## src/rtl/cm0ik_misc_delay_line.sv

```systemverilog
// cm0ik_misc_delay_line
// Run-time selectable multi-channel delay line (0..DEPTH enabled fclk ticks)
// with shift-enable stall, synchronous flush, settled flag and per-channel
// rising-edge pulse on the delayed output.
module cm0ik_misc_delay_line #(
  parameter int unsigned WIDTH = 1,
  parameter int unsigned DEPTH = 16,
  parameter int unsigned DLY_W = 5
) (
  input  logic             fclk,
  input  logic             hresetn,
  input  logic             en,
  input  logic             flush,
  input  logic [DLY_W-1:0] dly,
  input  logic [WIDTH-1:0] i,
  output logic [WIDTH-1:0] o,
  output logic             valid,
  output logic [WIDTH-1:0] rise
);

  localparam logic [DLY_W-1:0] DEPTH_C = DLY_W'(DEPTH);

  logic [WIDTH-1:0] d [DEPTH];
  logic [DLY_W-1:0] cnt;
  logic [DLY_W-1:0] eff;
  logic [WIDTH-1:0] o_q;

  // Clamp the requested delay to the number of physical stages
  always_comb begin
    eff = (dly > DEPTH_C) ? DEPTH_C : dly;
  end

  // Shift register: flush clears, en advances, otherwise hold
  always_ff @(posedge fclk or negedge hresetn) begin
    if (!hresetn) begin
      for (int unsigned k = 0; k < DEPTH; k++) d[k] <= '0;
    end else if (flush) begin
      for (int unsigned k = 0; k < DEPTH; k++) d[k] <= '0;
    end else if (en) begin
      d[0] <= i;
      for (int unsigned k = 1; k < DEPTH; k++) d[k] <= d[k-1];
    end
  end

  // Settle counter: number of valid samples held, saturating at DEPTH
  always_ff @(posedge fclk or negedge hresetn) begin
    if (!hresetn) begin
      cnt <= '0;
    end else if (flush) begin
      cnt <= '0;
    end else if (en && (cnt < DEPTH_C)) begin
      cnt <= cnt + DLY_W'(1);
    end
  end

  // Output tap select; eff=0 bypasses the pipeline combinationally
  always_comb begin
    o = i;
    for (int unsigned k = 0; k < DEPTH; k++) begin
      if (eff == DLY_W'(k + 1)) o = d[k];
    end
  end

  // Settled once at least eff samples have been shifted in
  always_comb begin
    valid = (cnt >= eff);
  end

  // Previous-cycle copy of o, loaded every edge regardless of en/flush
  always_ff @(posedge fclk or negedge hresetn) begin
    if (!hresetn) begin
      o_q <= '0;
    end else begin
      o_q <= o;
    end
  end

  // Per-channel 0->1 detector on the delayed output
  always_comb begin
    rise = o & ~o_q;
  end

endmodule

```

## config.mk

```make
export PLATFORM = sky130hd
export DESIGN_NAME = cm0ik_misc_delay_line
export DESIGN_NICKNAME = d
export VERILOG_FILES = /design/src/rtl/cm0ik_misc_delay_line.sv
export SDC_FILE = /design/constraint.sdc
export NUM_CORES = 1
export LEC_CHECK = 0
export ABC_AREA = 1
export CAP_MARGIN = 15
export CORE_UTILIZATION = 45
export DETAILED_ROUTE_END_ITERATION = 10
export HOLD_SLACK_MARGIN = 0.06
export PLACE_DENSITY = 0.65
export SLEW_MARGIN = 20
export SYNTH_ARGS = -nofsm -noshare
export SYNTH_HDL_FRONTEND = slang
export SYNTH_SLANG_ARGS = --single-unit
```

## constraint.sdc

```tcl
create_clock -name fclk -period 5.3 [get_ports fclk]
set_clock_uncertainty 0.05 [all_clocks]
set_input_delay 1.06 -clock fclk [delete_from_list [all_inputs] [get_ports fclk]]
set_output_delay 1.06 -clock fclk [all_outputs]
set_load 0.02 [all_outputs]
```

==> results of run 1 <==
-- layer usage --
| layer | track usage [%] | routed length (um) | vias up |
|---|---|---|---|
| li1 | - | - | 635 |
| met1 | 29.6 | 1400 | 596 |
| met2 | 35.7 | 1460 | 34 |
| met3 | 2.07 | 160 | 7 |
| met4 | 8.71 | 52 | 0 |
| met5 | 0 | 0 | - |
-- cell families after synthesis --
logic type,after synthesis,share of synthesized area [%]
and+or+nand+nor,86,27.1
DFF,22,40.8
AOI/OAI and AO/OA,41,16.2
buffers and inverters,37,10.3
adders and majority gates,6,5.57
-- power by group --
part / total, W / internal, W / switching, W
combinational: 0.0000618 / 0.0000225 / 0.0000393
clock: 0.000133 / 0.0000765 / 0.0000565
sequential: 0.000174 / 0.000171 / 0.00000274
total: 0.000369 / 0.000270 / 0.0000985
-- synth_stat cells --
master      n  area share (%)
nand2_1    43              12
inv_1      30             8.3
a21oi_1    22             8.2
dfrtp_1    22              41
nor2_1     21             5.8
o21ai_0    14             5.2
nand3_1    11             4.1
ha_1        6             5.6
clkbuf_1    4             1.1
nand2_2     3             1.4
nor2_2      3             1.4
inv_2       2            0.56
nor3_1      2            0.74
o21bai_1    2             1.1
a31oi_1     1            0.46
clkinv_1    1            0.28
nand4_1     1            0.46
nor3_2      1            0.74
o2111ai_1   1            0.65
o21ai_2     1            0.65
or2_2       1            0.46
-- worst max-delay path by stage --
stage / slack [ns] / from / endpoint
after global placement: 0.53 / dly[4] / rise
final: 0.46 / dly[4] / rise
after detailed placement: 0.49 / dly[4] / rise
after global routing: 0.11 / dly[4] / o
after floorplan: 1.78 / dly[4] / rise
after CTS: 0.47 / dly[4] / rise
-- registers in the layout (all words and copies together) (netlist names) --
name	flops
d	16
cnt	5
o_q	1
-- worst max-delay path: cells and delay by family --
kind,cells,cell delay [ns]
buf+inv,3,1.32
simple gates,22,1.33
-- layout make-up --
class,instances,share of cell area [%]
Clock inverter,1,1.95
Tap cell,31,2.52
Sequential cell,22,35.7
Multi-Input combinational cell,133,42.8
Inverter,33,8.04
Timing Repair Buffer,12,7.47
Clock buffer,3,1.46
-- per-stage QoR --
step,power (W),hold WS (ns),cells,utilization (%)
2_1_floorplan,0.000214,0.439,192,-
3_3_place_gp,0.000237,0.460,231,53.2
3_5_place_dp,0.000239,0.464,231,53.2
4_1_cts,0.000373,0.482,235,55.1
5_1_grt,0.000386,0.502,235,54.9
6_report,0.000369,0.482,235,54.9
==> impl_results.md, run 1 <==
- Final Cell Area: 0.00154 mm^2
- Post-CTS Setup Inserts: 0
- Commonest non-fill, non-tap cell in the layout: nand2_1
- Die span in y: roughly 57 um
- Count of cell types in the netlist: 21
- Post_cts resized: 0
- Worst path slowest cell: clkdlybuf4s50_1
- GPL Wtd Cong: 0.813
- Mapped cell area: 0.00135 mm^2
- Max Buffers Root-to-Sink: 2
- Max H-tree Level: 1
- Mapped Avg Cell Area: 7.02 um^2
- Final hold violations: 0
- Global Route Usage Sum: 21.8%
- Leakage: between 0.7 and 0.8 nW
- Clock sink count: 22
- Chip width: between 50 and 60 um
- First-pass GRT wire length: 5490 um
- Post-DP HPWL: roughly 2200 um
- Commonest cells after routing, fill and taps aside: 43 x nand2_1, 30 x inv_1, 22 x a21oi_1, 22 x dfrtp_1, 21 x nor2_1
- Crit Reg-Reg Startpoint: d[14]$_DFFE_PN0P_
- Worst Hold Class: register to register
- Crit path kind: input pin to primary output
- CTS Buf Count: 3
- Share of layout cells above drive strength 1: approximately 7.8%
- Setup TNS: 0 ns
- CTS Hold Bufs: 0
- RSZ-0062 raised after global routing: no
- Crit-path max FO: 6
- Worst R2R Path Depth: 20
- Final worst slack: 0.455 ns
- Reg area: 551 um^2
- DR vias/cell: 5.41
- Worst slack, placed: 0.493 ns
- Die ar.: 0.00322 mm^2
- Reg2reg end: o_q$_DFF_PN0_
- Clk pin slew, worst setup/hold paths: 0.13 ns
- Area growth from synthesis to layout: 14.2%
- Mapped Nets: 208
- Slew Viols, Final: 0
- Data required, critical path: 4.19 ns
- Register area share after synthesis: 40.8%
- Initial Utilization: slightly below 50%
- Vias post-DR: 1272
- Hold_sp: d[11]$_DFFE_PN0P_
- Footprint of the multi-input gates: between 600 and 700 um^2
- Yosys Warn Count: 0
- Core Box Area: 0.00281 mm^2
- ANT nets after route: 0
- Cell Rows: 19
- Mapped Cells: 192
- Failing checks: DRC
- Final wirelength: 3070 um
- Crit path launch type: input pin
- # fillers: 272
- Final Cycle Share: about nine tenths
- Critical path's largest stage delay: 0.60 ns
- Wire per inst: ~13 um
- Final #Nets: about 220
- Clock Root Buffer: clkbuf_4
- Vias in the first global route: around 1300
- Outcome: finished with violations
- Global route overflow: 0
- Fin crit period: ~4.8 ns
- Critical path endpoint category: primary output
- CTS tree: yes
- Max-Cap Viols: 0
- Relative slew margins: 59.2%
- I/O pins: 13
- Worst slew pin tran: between 0.6 and 0.7 ns
- Hold Path Cell Cnt: 2
- PwrDens: 239 mW/mm^2
- Max VDD drop: 107 uV
- Initial antenna violation count: 0
- Crit-path most repeated cell: nand2_1
- Setup-failing EPs final: 0
- DRC: 4
- Reg2Reg Setup Slack: 3.56 ns
- Iteration-0 DRC Markers: 61
- Clk_lat worst skew: 0.32 ns
- # diodes: 0
- Quantity of I/O buffers inserted on ports: 12
- Hold EP: d[10]$_DFFE_PN0P_
- Dpl cell area: 0.00149 mm^2
- Drt first pass iters: 7
- Largest net degree at the start of global routing: 23
- Synth Register Bits: 22
- Fmax: 206 MHz
- Arr. time, crit path: 3.73 ns
No activity file was read; power rests on OpenSTA's default activity.
==> run 2, diff against run 1 <==
==> constraint.sdc (replaced) <==
create_clock -name fclk -period 5.1 [get_ports fclk]
set_clock_uncertainty 0.05 [all_clocks]
set_input_delay 1.02 -clock fclk [delete_from_list [all_inputs] [get_ports fclk]]
set_output_delay 1.02 -clock fclk [all_outputs]
set_load 0.02 [all_outputs]
==> impl_results.md, run 2 (synthesis gave the netlist of run 1 again) <==
- Setup TNS: 0 ns
- Share of layout cells above drive strength 1: 7.84%
- Final hold violations: 0
- Relative slew margins: ~59%
- Final wirelength: 3070 um
- Clock sink count: 22
- DR vias/cell: 5.41
- Slew Viols, Final: 0
- Hold Path Cell Cnt: 2
- Crit-path most repeated cell: nand2_1
- Cell Rows: 19
- Buf/Inv on CP: 3
- Area growth from synthesis to layout: 14.4%
- Arr. time, crit path: 3.70 ns
- Max H-tree Level: 1
- Clock Root Buffer: clkbuf_4
- Fmax: 210 MHz
- CTS tree: yes
- Die ar.: about 0.0032 mm^2
- Iteration-0 DRC Markers: 61
- Commonest non-fill, non-tap cell in the layout: nand2_1
- Worst R2R Path Depth: 20
- Max Buffers Root-to-Sink: 2
- Largest net degree at the start of global routing: 23
- Die span in y: ~57 um
- Leakage: between 0.7 and 0.8 nW
- Post-CTS Setup Inserts: 0
- Clk pin slew, worst setup/hold paths: 0.13 ns
- Initial Utilization: between 40 and 50%
- Worst path slowest cell: clkdlybuf4s50_1
- ANT nets after route: 0
- GPL Wtd Cong: 0.813
- DRC: 4
- Drt first pass iters: 7
- Worst slack, placed: 0.373 ns
- First-pass GRT wire length: approximately 5500 um
- Vias post-DR: 1272
- Commonest cells after routing, fill and taps aside: 43 x nand2_1, 30 x inv_1, 22 x a21oi_1, 22 x dfrtp_1, 21 x nor2_1
- Worst Hold Class: register to register
- RSZ-0062 raised after global routing: no
- Crit path kind: input pin to primary output
- Failing checks: DRC
- Chip width: 56.7 um
- Max-Cap Viols: 0
- Final worst slack: 0.335 ns
- Outcome: finished with violations
- Reg with most FFs: d
- CP top delay family: simple AND/OR/NAND/NOR gates
- Max VDD drop: 111 uV
- Quantity of I/O buffers inserted on ports: 12
- Max reg flops: 16
- Min Hold Slack: 0.482 ns
- Largest registers: d (16), cnt (5), o_q (1)
- Wire per inst: 13.1 um
- Clk_lat worst skew: 0.32 ns
- # fillers: 271
- Crit path launch type: input pin
- Post-DP HPWL: ~2200 um
- Vias in the first global route: 1277
- Data required, critical path: 4.03 ns
- Final Cycle Share: 93.4%
- Fin crit period: 4.77 ns
- Global route overflow: 0
- Final #Nets: 221
- Post_cts resized: 0
- CTS Hold Bufs: 0
- CTS Buf Count: 3
- Worst slew pin tran: 0.610 ns
- Initial antenna violation count: 0
- Setup-failing EPs final: 0
- Critical path endpoint category: primary output
- Critical path's largest stage delay: between 0.6 and 0.7 ns
- Global Route Usage Sum: 21.8%
- # diodes: 0
- PwrDens: roughly 250 mW/mm^2
- Crit. path cell count: 25
- Core Box Area: roughly 0.0028 mm^2
- Crit-path max FO: 6
- I/O pins: 13
==> run 2: path summary, 6_finish.rpt <==
path | from | endpoint | slack (ns)
setup / recovery | dly[4] | rise | 0.33
hold / removal | d[11]$_DFFE_PN0P_ | d[10]$_DFFE_PN0P_ | 0.48
setup reg to reg | d[14]$_DFFE_PN0P_ | o_q$_DFF_PN0_ | 3.36
hold reg to reg | d[11]$_DFFE_PN0P_ | d[10]$_DFFE_PN0P_ | 0.48
max in group asynchronous | hresetn | d[5]$_DFFE_PN0P_ | 4.08
min in group asynchronous | hresetn | cnt[0]$_DFFE_PN0P_ | 0.59
==> run 2: power by group <==
| group | switching (W) | internal (W) |
|---|---|---|
| Combinational | 0.0000408 | 0.0000232 |
| Clock | 0.0000587 | 0.0000795 |
| Sequential | 0.00000284 | 0.000178 |
| Total | 0.000102 | 0.000281 |
==> run 2: stage by stage <==
stage / power [W] / std cells / area (um^2) / util [%]
after floorplan: 0.000222 / 192 / 1350 / -
final: 0.000383 / 235 / 1540 / 55.0
after detailed placement: 0.000249 / 231 / 1490 / 53.2
after global routing: 0.000401 / 235 / 1540 / 55.0
after global placement: 0.000246 / 231 / 1490 / 53.2
after CTS: 0.000387 / 235 / 1550 / 55.1
==> run 2: tightest hold or removal path: stages, from the launching register on <==
cell     delay [ns]
dfrtp_1        0.40
nand2_1        0.05
a21oi_1        0.05
==> run 2: layout make-up <==
type	count	area, um^2	share of cell area, %
inverters	33	124	8.03
repair buffers	12	118	7.62
multi-input cells	133	659	42.7
well taps	31	38.8	2.51
flip-flops and latches	22	551	35.7
clock buffers	3	22.5	1.46
clock inverters	1	30.0	1.95
==> run 2: routing by layer <==
metal	GRT usage, %	vias to the layer above	wire length, um
met2	35.7	34	1460
met1	29.6	596	1400
met4	8.71	0	52
met5	0	-	0
li1	-	635	-
met3	2.07	7	162
